==> src/rtl/sys_cmd_pkg.sv <==
// Shared types and constants for the UART command master: FSM states,
// command type encodings and frame header bytes.
package sys_cmd_pkg;

    typedef enum logic [1:0] {
        ST_IDLE     = 2'd0,
        ST_SEND     = 2'd1,
        ST_WAIT_RSP = 2'd2,
        ST_DONE     = 2'd3
    } state_t;

    typedef enum logic [1:0] {
        CMD_RF_WR   = 2'b00,
        CMD_RF_RD   = 2'b01,
        CMD_ALU_OP  = 2'b10,
        CMD_ALU_NOP = 2'b11
    } cmd_type_t;

    localparam logic [7:0] HDR_RF_WR   = 8'hAA;
    localparam logic [7:0] HDR_RF_RD   = 8'hBB;
    localparam logic [7:0] HDR_ALU_OP  = 8'hCC;
    localparam logic [7:0] HDR_ALU_NOP = 8'hDD;

endpackage

==> src/rtl/sys_cmd_frame_rom.sv <==
// Combinational frame table: selects the frame byte at a given index and
// reports the frame length and expected response byte count per command.
module sys_cmd_frame_rom
    import sys_cmd_pkg::*;
#(
    parameter int WIDTH = 8
) (
    input  cmd_type_t         cmd_type,
    input  logic [1:0]        idx,
    input  logic [3:0]        addr,
    input  logic [WIDTH-1:0]  a,
    input  logic [WIDTH-1:0]  b,
    input  logic [3:0]        fun,
    output logic [WIDTH-1:0]  frame_byte,
    output logic [2:0]        frame_len,
    output logic [1:0]        rsp_cnt
);

    always_comb begin
        frame_byte = '0;
        frame_len  = 3'd1;
        rsp_cnt    = 2'd0;
        unique case (cmd_type)
            CMD_RF_WR: begin
                frame_len = 3'd3;
                rsp_cnt   = 2'd0;
                case (idx)
                    2'd0:    frame_byte = WIDTH'(HDR_RF_WR);
                    2'd1:    frame_byte = WIDTH'(addr);
                    default: frame_byte = a;
                endcase
            end
            CMD_RF_RD: begin
                frame_len = 3'd2;
                rsp_cnt   = 2'd1;
                frame_byte = (idx == 2'd0) ? WIDTH'(HDR_RF_RD) : WIDTH'(addr);
            end
            CMD_ALU_OP: begin
                frame_len = 3'd4;
                rsp_cnt   = 2'd2;
                case (idx)
                    2'd0:    frame_byte = WIDTH'(HDR_ALU_OP);
                    2'd1:    frame_byte = a;
                    2'd2:    frame_byte = b;
                    default: frame_byte = WIDTH'(fun);
                endcase
            end
            CMD_ALU_NOP: begin
                frame_len = 3'd2;
                rsp_cnt   = 2'd2;
                frame_byte = (idx == 2'd0) ? WIDTH'(HDR_ALU_NOP) : WIDTH'(fun);
            end
        endcase
    end

endmodule

==> src/rtl/sys_cmd_master.sv <==
// Command master: serialises a latched command as a UART frame and gathers
// the response bytes. Optional response timeout under SYS_CMD_TIMEOUT_EN.
//
// state    | meaning
// IDLE     | ready for a command
// SEND     | presenting frame bytes to the transmitter
// WAIT_RSP | collecting response bytes from the receiver
// DONE     | one-cycle completion pulse with result
module sys_cmd_master
    import sys_cmd_pkg::*;
#(
    parameter int WIDTH          = 8,
    parameter int TIMEOUT_CYCLES = 4096
) (
    input  logic               clk,
    input  logic               rst,
    input  logic               cmd_valid,
    output logic               cmd_ready,
    input  logic [1:0]         cmd_type,
    input  logic [3:0]         cmd_addr,
    input  logic [WIDTH-1:0]   cmd_a,
    input  logic [WIDTH-1:0]   cmd_b,
    input  logic [3:0]         cmd_fun,
    output logic [WIDTH-1:0]   tx_data,
    output logic               tx_valid,
    input  logic               tx_ready,
    input  logic [WIDTH-1:0]   rx_data,
    input  logic               rx_valid,
    output logic [2*WIDTH-1:0] rsp_data,
    output logic               rsp_valid,
    output logic               rsp_timeout,
    output logic               busy
);

    state_t             state, next_state;
    logic [1:0]         byte_cnt;
    cmd_type_t          typ_q;
    logic [3:0]         addr_q;
    logic [WIDTH-1:0]   a_q;
    logic [WIDTH-1:0]   b_q;
    logic [3:0]         fun_q;
    logic [2*WIDTH-1:0] rsp_buf;
    logic [2*WIDTH-1:0] rsp_next;
    logic [WIDTH-1:0]   frame_byte;
    logic [2:0]         frame_len;
    logic [1:0]         rsp_cnt;
    logic               tx_last;
    logic               rx_last;
    logic               to_expire;

    sys_cmd_frame_rom #(.WIDTH(WIDTH)) u_frame_rom (
        .cmd_type   (typ_q),
        .idx        (byte_cnt),
        .addr       (addr_q),
        .a          (a_q),
        .b          (b_q),
        .fun        (fun_q),
        .frame_byte (frame_byte),
        .frame_len  (frame_len),
        .rsp_cnt    (rsp_cnt)
    );

    assign cmd_ready = (state == ST_IDLE);
    assign busy      = (state != ST_IDLE);
    assign tx_valid  = (state == ST_SEND);
    assign tx_data   = (state == ST_SEND) ? frame_byte : '0;
    assign rsp_valid = (state == ST_DONE);
    assign tx_last   = ({1'b0, byte_cnt} == (frame_len - 3'd1));
    assign rx_last   = (byte_cnt == (rsp_cnt - 2'd1));

`ifdef SYS_CMD_TIMEOUT_EN
    localparam int TO_W = (TIMEOUT_CYCLES > 2) ? $clog2(TIMEOUT_CYCLES) : 1;
    logic [TO_W-1:0] to_cnt;

    // A byte arriving on the expiry cycle takes priority over the timeout.
    assign to_expire = (state == ST_WAIT_RSP) && !rx_valid &&
                       (to_cnt == TO_W'(TIMEOUT_CYCLES - 1));

    always_ff @(posedge clk) begin
        if (rst) begin
            to_cnt      <= '0;
            rsp_timeout <= 1'b0;
        end else begin
            rsp_timeout <= to_expire;
            if (state != ST_WAIT_RSP || rx_valid)
                to_cnt <= '0;
            else
                to_cnt <= to_cnt + 1'b1;
        end
    end
`else
    logic unused_timeout_cfg;
    assign unused_timeout_cfg = (TIMEOUT_CYCLES > 0);
    assign to_expire          = 1'b0;
    assign rsp_timeout        = 1'b0;
`endif

    always_comb begin
        rsp_next = rsp_buf;
        if (state == ST_WAIT_RSP && rx_valid) begin
            if (byte_cnt[0])
                rsp_next[2*WIDTH-1:WIDTH] = rx_data;
            else
                rsp_next[WIDTH-1:0] = rx_data;
        end
    end

    always_comb begin
        next_state = state;
        unique case (state)
            ST_IDLE:     if (cmd_valid) next_state = ST_SEND;
            ST_SEND:     if (tx_ready && tx_last)
                             next_state = (rsp_cnt != 2'd0) ? ST_WAIT_RSP : ST_DONE;
            ST_WAIT_RSP: if (rx_valid && rx_last) next_state = ST_DONE;
                         else if (to_expire)      next_state = ST_IDLE;
            ST_DONE:     next_state = ST_IDLE;
        endcase
    end

    always_ff @(posedge clk) begin
        if (rst) begin
            state    <= ST_IDLE;
            byte_cnt <= 2'd0;
            typ_q    <= CMD_RF_WR;
            addr_q   <= '0;
            a_q      <= '0;
            b_q      <= '0;
            fun_q    <= '0;
            rsp_buf  <= '0;
            rsp_data <= '0;
        end else begin
            state   <= next_state;
            rsp_buf <= rsp_next;
            case (state)
                ST_IDLE: if (cmd_valid) begin
                    typ_q    <= cmd_type_t'(cmd_type);
                    addr_q   <= cmd_addr;
                    a_q      <= cmd_a;
                    b_q      <= cmd_b;
                    fun_q    <= cmd_fun;
                    byte_cnt <= 2'd0;
                    rsp_buf  <= '0;
                end
                ST_SEND:     if (tx_ready) byte_cnt <= tx_last ? 2'd0 : byte_cnt + 2'd1;
                ST_WAIT_RSP: if (rx_valid) byte_cnt <= byte_cnt + 2'd1;
                default: ;
            endcase
            // Published result only changes when a command completes.
            if (next_state == ST_DONE)
                rsp_data <= rsp_next;
        end
    end

endmodule
==> config.mk <==
export PLATFORM = sky130hd
export DESIGN_NAME = sys_cmd_master
export DESIGN_NICKNAME = d
export VERILOG_FILES = /design/src/rtl/sys_cmd_pkg.sv /design/src/rtl/sys_cmd_frame_rom.sv /design/src/rtl/sys_cmd_master.sv
export SDC_FILE = /design/constraint.sdc
export NUM_CORES = 1
export LEC_CHECK = 0
export CORE_UTILIZATION = 30
export CTS_BUF_LIST = sky130_fd_sc_hd__clkbuf_8 sky130_fd_sc_hd__clkbuf_16
export DETAILED_ROUTE_END_ITERATION = 8
export GPL_TIMING_DRIVEN = 0
export SLEW_MARGIN = 20
export SYNTH_ARGS = -nofsm -noshare
export SYNTH_HDL_FRONTEND = slang
export SYNTH_SLANG_ARGS = --single-unit
==> constraint.sdc <==
create_clock -name clk -period 2.1 [get_ports clk]
set_input_delay 0.21 -clock clk [delete_from_list [all_inputs] [get_ports clk]]
set_output_delay 0.21 -clock clk [all_outputs]
set_load 0.02 [all_outputs]
; ---- After elaboration in Yosys (flattened, before gate mapping)
; Index checks and enable logic that the tools add are counted.
[op_classes]
n_addsub = 3
n_mul = 0
div = 0
n_lt_le_gt_ge = 0
n_eq_ne = 14
shifts = 0
muxes = 23
bitwise_logic = 0
n_reduce_logical = 13
[op_table]
columns = operator, n
row1 = $mux 16, 3
row2 = $mux 8, 5
row3 = $pmux 8 s4, 1
row4 = $pmux 8 s3, 1
row5 = $pmux 8 s2, 1
row6 = $mux 2, 7
row7 = $eq 2x2->1 const B, 6
row8 = $pmux 2 s3, 2
row9 = $pmux 3 s3, 1
row10 = $pmux 2 s4, 1
row11 = $eq 2x1->1 const B, 3
row12 = $logic_not 2->1, 3
row13 = $ne 2x2->1 const B, 2
row14 = $reduce_and 4->1, 1
row15 = $reduce_bool 2->1, 2
row16 = $reduce_or 2->1, 2
row17 = $eq 2x3->1, 1
row18 = $logic_and 1x1->1, 3
row19 = $reduce_bool 3->1, 1
row20 = $sub 3x1->3 const B, 1
row21 = $add 2x1->2 const B, 1
row22 = $eq 2x2->1, 1
row23 = $ne 2x1->1 const B, 1
row24 = $reduce_and 2->1, 1
row25 = 2 further kinds, 2
[totals]
register_bits = 62
latchBits = 0
ramBits = 0
rom_bits = 0
out_inout_bits = 29
elab_cells = 62
memories = 0

; ---- Longest topological paths before layout
[logic_depth]
depth_word = 9
mapped_depth = 11
mapped_depth_nobuf = 8

; ---- Modules after synthesis
; A second synthesis with hierarchy kept.
[unflattened]
cells_unflattened = 354
area_unflattened_um2 = 2999.1
[modules_own_cells]
columns = mod, n_inst, cells_each, area_each_um2, seq_area_each_um2
row1 = sys_cmd_master, 1, 287, 2585.0, 1241.2
row2 = sys_cmd_frame_rom, 1, 67, 414.1, 0.0

; ---- Worst setup path before layout
; Ideal clock, no wire load.
[synth_path]
path_type = register to register
startpoint = reg state[0]
endpoint = reg rsp_data[0]
t_arrival_ns = 2.204
required_ns = 1.957
path_slack_ns = -0.247
stages_incl_launch_ff = 12
period_less_slack_ns = 2.347
cell_sequence = dfxtp_1 -> inv_1 -> ha_1 -> and2_1 -> buf_2 -> a211o_1 -> a21oi_1 -> o21a_2 -> and2_4 -> buf_6 -> buf_8 -> a211oi_2
[synth_via]
elab_chain_len = 3
word_cells_on_any_way = 11
classes_between = eq/ne (4) / mux (5) / reduce/logical (2)
[synth_rtl]
columns = element, line
row1 = "start, declared", sys_cmd_master.sv:35  ; state_t state, next_state;
row2 = "start signal, assigned", sys_cmd_master.sv:132  ; state <= next_state;
row3 = $logic_not 2->1, --
row4 = net cmd_ready, sys_cmd_master.sv:18  ; output logic cmd_ready,
row5 = $pmux 2 s4, sys_cmd_master.sv:110  ; unique case (state)
row6 = $eq 2x2->1, sys_cmd_master.sv:149  ; if (next_state == ST_DONE)
row7 = "end signal, assigned", sys_cmd_master.sv:150  ; rsp_data <= rsp_next;
row8 = "end, declared", sys_cmd_master.sv:29  ; output logic [2*WIDTH-1:0] rsp_data,
; The timed path passes the listed nets, and every way through them passes these cells.
; A chain may end at the register's enable or synchronous reset.

; ---- Worst setup path after layout
[layout_path]
startpoint = reg byte_cnt[1]
endpoint = out tx_data[1]
[layout_via]
elab_chain_len = 4
word_cells_on_any_way = 9
classes_between = eq/ne (2) / mux (6) / reduce/logical (1)
[layout_rtl]
columns = element, line
row1 = "start, declared", sys_cmd_master.sv:36  ; logic [1:0] byte_cnt;
row2 = "start signal, assigned", sys_cmd_master.sv:144  ; ST_SEND: if (tx_ready) byte_cnt <= tx_last ? 2'd0 : byte_cnt + 2'd1;
row3 = "start signal, assigned", sys_cmd_master.sv:145  ; ST_WAIT_RSP: if (rx_valid) byte_cnt <= byte_cnt + 2'd1;
row4 = $eq 2x2->1 (tied with other cells), sys_cmd_frame_rom.sv:41  ; case (idx)
row5 = $pmux 8 s3 (tied with other cells), sys_cmd_frame_rom.sv:41
row6 = $pmux 8 s4 (*), sys_cmd_frame_rom.sv:23  ; unique case (cmd_type)
row7 = $mux 8 (*), sys_cmd_master.sv:66  ; assign tx_data = (state == ST_SEND) ? frame_byte : '0;
row8 = "end, declared", sys_cmd_master.sv:24  ; output logic [WIDTH-1:0] tx_data,
; Mark *: on every way between the ends. The rest lies on a longest branch, timed or not.

==> flow_metrics.env <==
export IMPL_antenna_found_initial=0
export IMPL_worst_tran_pin_value_ns=0.7237
export IMPL_fin_nets=494
export IMPL_overall_via_count_from_detail_route=2880
export IMPL_report_final_hold_viol_count=0
export IMPL_grt_ovfl_total=0
export IMPL_drc=0
export IMPL_synth_most_common_cell="sky130_fd_sc_hd__dfxtp_1"
export IMPL_tritoncts="done"
export IMPL_number_of_enable_flip_flop_cells_after_synthesis=0
export IMPL_post_synth_most_frequent_cells="62 x sky130_fd_sc_hd__dfxtp_1, 59 x sky130_fd_sc_hd__nand2_1, 53 x sky130_fd_sc_hd__a21oi_1, 38 x sky130_fd_sc_hd__nor2_1, 19 x sky130_fd_sc_hd__mux2i_1"
export IMPL_achievable_frequency_mhz=431.0
export IMPL_place_gp_congestion=0.8232
export IMPL_status="finished with violations"
export IMPL_post_dp_hpwl_microns=5915
export IMPL_post_drt_wl_per_cell_microns=14.75
export IMPL_crit_type="register to output port"
export IMPL_post_synth_cell_area_avg_sq_um=8.456
export IMPL_syn_to_final_growth_pct=48.59
export IMPL_floorplan_io_pins=68
export IMPL_layout_setup_ws_ns=-0.2200
export IMPL_first_global_vias=2785
export IMPL_synthArstFlopShare_pct=0
export IMPL_firstDrtPassIters=4
export IMPL_clock_tree_buffer_depth=2
export IMPL_cp_end_kind="output port"
export IMPL_post_route_cells_drive_above_1_share_pct=25.06
export IMPL_max_vdd_ir_drop_mv=0.3061
export IMPL_design_core_area_sq_mm=0.009729
export IMPL_synth_nets=404
export IMPL_rsz_0062_raised_after_global_routing="true"
export IMPL_dieWidth_microns=102.2
export IMPL_syn_inst=356
export IMPL_timing_final_setup_violations=18
export IMPL_synth_ff_latch_count=62
export IMPL_die_height_microns=102.2
export IMPL_finalSetupTns_ns=-1.618
export IMPL_rows=36
export IMPL_violations="negative setup slack"
export IMPL_hold_path_class="input port to register"
export IMPL_start_kind="register"
export IMPL_grt_max_degree=13
export IMPL_clock_sinks=62
export IMPL_drt_wl_total_microns=8616
export IMPL_fin_worst_skew_ns=0.01166
export IMPL_cts_htree_levels=3
export IMPL_die_area_sq_mm=0.01044
export IMPL_drt_antenna_violating_nets=0
export IMPL_global_route_wire_length_before_repair_microns=13500
export IMPL_syn_area_sq_mm=0.003010
export IMPL_critical_path_arrival_ns=2.11
export IMPL_fillers=973
export IMPL_global_route_usage_sum_pct=16.94
export IMPL_final_non_filler_cell_total=584
export IMPL_synth_top_cell_area_share_pct=41.23
export IMPL_post_synth_num_cell_types=48
export IMPL_p_per_area_mw_per_mm2=803.7
export IMPL_cts_hold_buffers_added=0
export IMPL_required_time_of_the_critical_path_ns=1.89
export IMPL_via_per_inst=4.932
export IMPL_drv_max_cap_violation_count=0
export IMPL_yosys_warnings=0
export IMPL_number_of_i_o_port_buffers=65
export IMPL_critPathMaxFanout=5
export IMPL_cts_root_buffer="sky130_fd_sc_hd__clkbuf_8"
export IMPL_insertedDiodeCount=0
export IMPL_final_period_minus_worst_setup_slack_ns=2.320
export IMPL_yosys_top_cells_area="sky130_fd_sc_hd__dfxtp_1 41%, sky130_fd_sc_hd__a21oi_1 8.8%, sky130_fd_sc_hd__nand2_1 7.4%"
export IMPL_synth_top_cell_by_area="sky130_fd_sc_hd__dfxtp_1"
export IMPL_finalMaxSlewViolations=0
export IMPL_clk_transition_reported_paths_ns=0.08
export IMPL_worst_slew_margin_rel_pct=51.75
export IMPL_synth_seq_area_share_pct=41.23
export IMPL_power_static_leakage_nw=1.727
export IMPL_first_iter_violations=72
export IMPL_initial_utilization_pct=30.94
export IMPL_finalCritPeriodShare_pct=110.5
export IMPL_cts_inserted_buffers=9
export IMPL_clk_latency_ns=0.34
export IMPL_yosys_most_used_dff="sky130_fd_sc_hd__dfxtp_1"
export IMPL_placed_cells_incl_taps=554
final cells by class:
| type | instances | area (sq um) | share of cell area (%) |
|---|---|---|---|
| plain buffers | 25 | 205.2 | 4.587 |
| clock buffers | 10 | 137.6 | 3.077 |
| clock inverters | 6 | 67.56 | 1.510 |
| inverters | 11 | 57.56 | 1.287 |
| multi-input cells | 254 | 1799 | 40.22 |
| flip-flops and latches | 62 | 1256 | 28.08 |
| well taps | 133 | 166.4 | 3.720 |
| repair buffers | 83 | 783.3 | 17.51 |
cell usage in the layout (no fill, tap or decap), types with 3 or more instances in the layout:
cell                              count
sky130_fd_sc_hd__nand2_1             59
sky130_fd_sc_hd__ha_1                 4
sky130_fd_sc_hd__a211oi_1             3
sky130_fd_sc_hd__clkdlybuf4s50_1     57
sky130_fd_sc_hd__ha_4                 4
sky130_fd_sc_hd__buf_4               23
sky130_fd_sc_hd__o21ai_2              3
sky130_fd_sc_hd__clkbuf_1             8
sky130_fd_sc_hd__clkinvlp_4           3
sky130_fd_sc_hd__a221oi_2             3
sky130_fd_sc_hd__a21oi_1             51
sky130_fd_sc_hd__buf_6                8
sky130_fd_sc_hd__dfxtp_1             58
sky130_fd_sc_hd__nor2_1              36
sky130_fd_sc_hd__a22oi_2              4
sky130_fd_sc_hd__dfxtp_4              4
sky130_fd_sc_hd__a31oi_1              3
sky130_fd_sc_hd__a211oi_2            15
sky130_fd_sc_hd__clkbuf_8            12
sky130_fd_sc_hd__mux2i_1             19
sky130_fd_sc_hd__nand3_1              3
sky130_fd_sc_hd__inv_1                6
power breakdown:
group	switching [W]	internal, W	total (W)
Sequential	0.0000666	0.00125	0.00131
Clock	0.000500	0.000586	0.00109
Combinational	0.000679	0.000515	0.00119
Total	0.00125	0.00235	0.00360
repair_timing:
item	in CTS	in global routing
pin swaps	16	9
endpoints found under the setup margin	25	24
gates cloned	1	0
setup buffers	13	5
resized for setup	93	23
cell families (layout without fill, tap and decap cells):
| kind of cell | Yosys count | in the layout | synth area share, % |
|---|---|---|---|
| AND/OR/NAND/NOR | 118 | 118 | 16.83 |
| AO/OA/AOI/OAI | 104 | 104 | 24.07 |
| flip-flops | 62 | 62 | 41.23 |
| buffers and inverters | 40 | 135 | 6.650 |
| multiplexers | 21 | 21 | 7.066 |
| adder cells (fa/ha/maj) | 9 | 9 | 3.741 |
| other | 1 | 1 | 0.1246 |
| XOR/XNOR | 1 | 1 | 0.2910 |
per-stage QoR:
stage	hold WS [ns]	setup WS (ns)	power (W)	utilization, %	instance area [sq um]
after global routing	0.3610	-0.3226	0.003775	45.97	4473
final	0.3148	-0.2200	0.003595	45.97	4473
after floorplan	0.3460	0.009234	0.001991	-	3054
after global placement	0.4466	-0.7954	0.002374	39.79	3871
after CTS	0.3099	-0.2122	0.003543	44.59	4338
after detailed placement	0.4483	-0.7836	0.002381	39.79	3871
critical path, cell delays in order, from the launching register on:
cell                        delay, ns
sky130_fd_sc_hd__dfxtp_4         0.35
sky130_fd_sc_hd__buf_8           0.12
sky130_fd_sc_hd__inv_8           0.05
sky130_fd_sc_hd__ha_4            0.17
sky130_fd_sc_hd__clkbuf_16       0.15
sky130_fd_sc_hd__a22oi_2         0.07
sky130_fd_sc_hd__nor2_1          0.12
sky130_fd_sc_hd__a21oi_1         0.06
sky130_fd_sc_hd__o22a_1          0.23
sky130_fd_sc_hd__a221oi_4        0.28
sky130_fd_sc_hd__buf_6           0.15
routing by layer:
layer	global-route usage, %	routed length (microns)	vias up
met5	0	0	-
met4	4.725	109	0
met3	4.720	404	11
met2	29.22	4155	73
met1	20.61	3946	1363
li1	-	-	1433
state kept, by name, summed over array words and instances, names as in the netlist:
| register | cells |
|---|---|
| fun_q | 4 |
| typ_q | 2 |
| a_q | 8 |
| byte_cnt | 2 |
| rsp_buf | 16 |
| b_q | 8 |
| state | 2 |
| rsp_data | 16 |
| addr_q | 4 |
final timing paths:
check	startpoint	end	slack (ns)	cells past startpoint
worst max register to register	byte_cnt[0]$_SDFFE_PP0P_	rsp_data[3]$_SDFFE_PP0N_	-0.05	11
worst min-delay path	rst	rsp_data[7]$_SDFFE_PP0N_	0.31	2
worst max-delay path	byte_cnt[1]$_SDFFE_PP0P_	tx_data[1]	-0.22	10
worst min register to register	addr_q[1]$_SDFFE_PP0P_	addr_q[1]$_SDFFE_PP0P_	0.46	2
(Power assumes the default switching activity.)
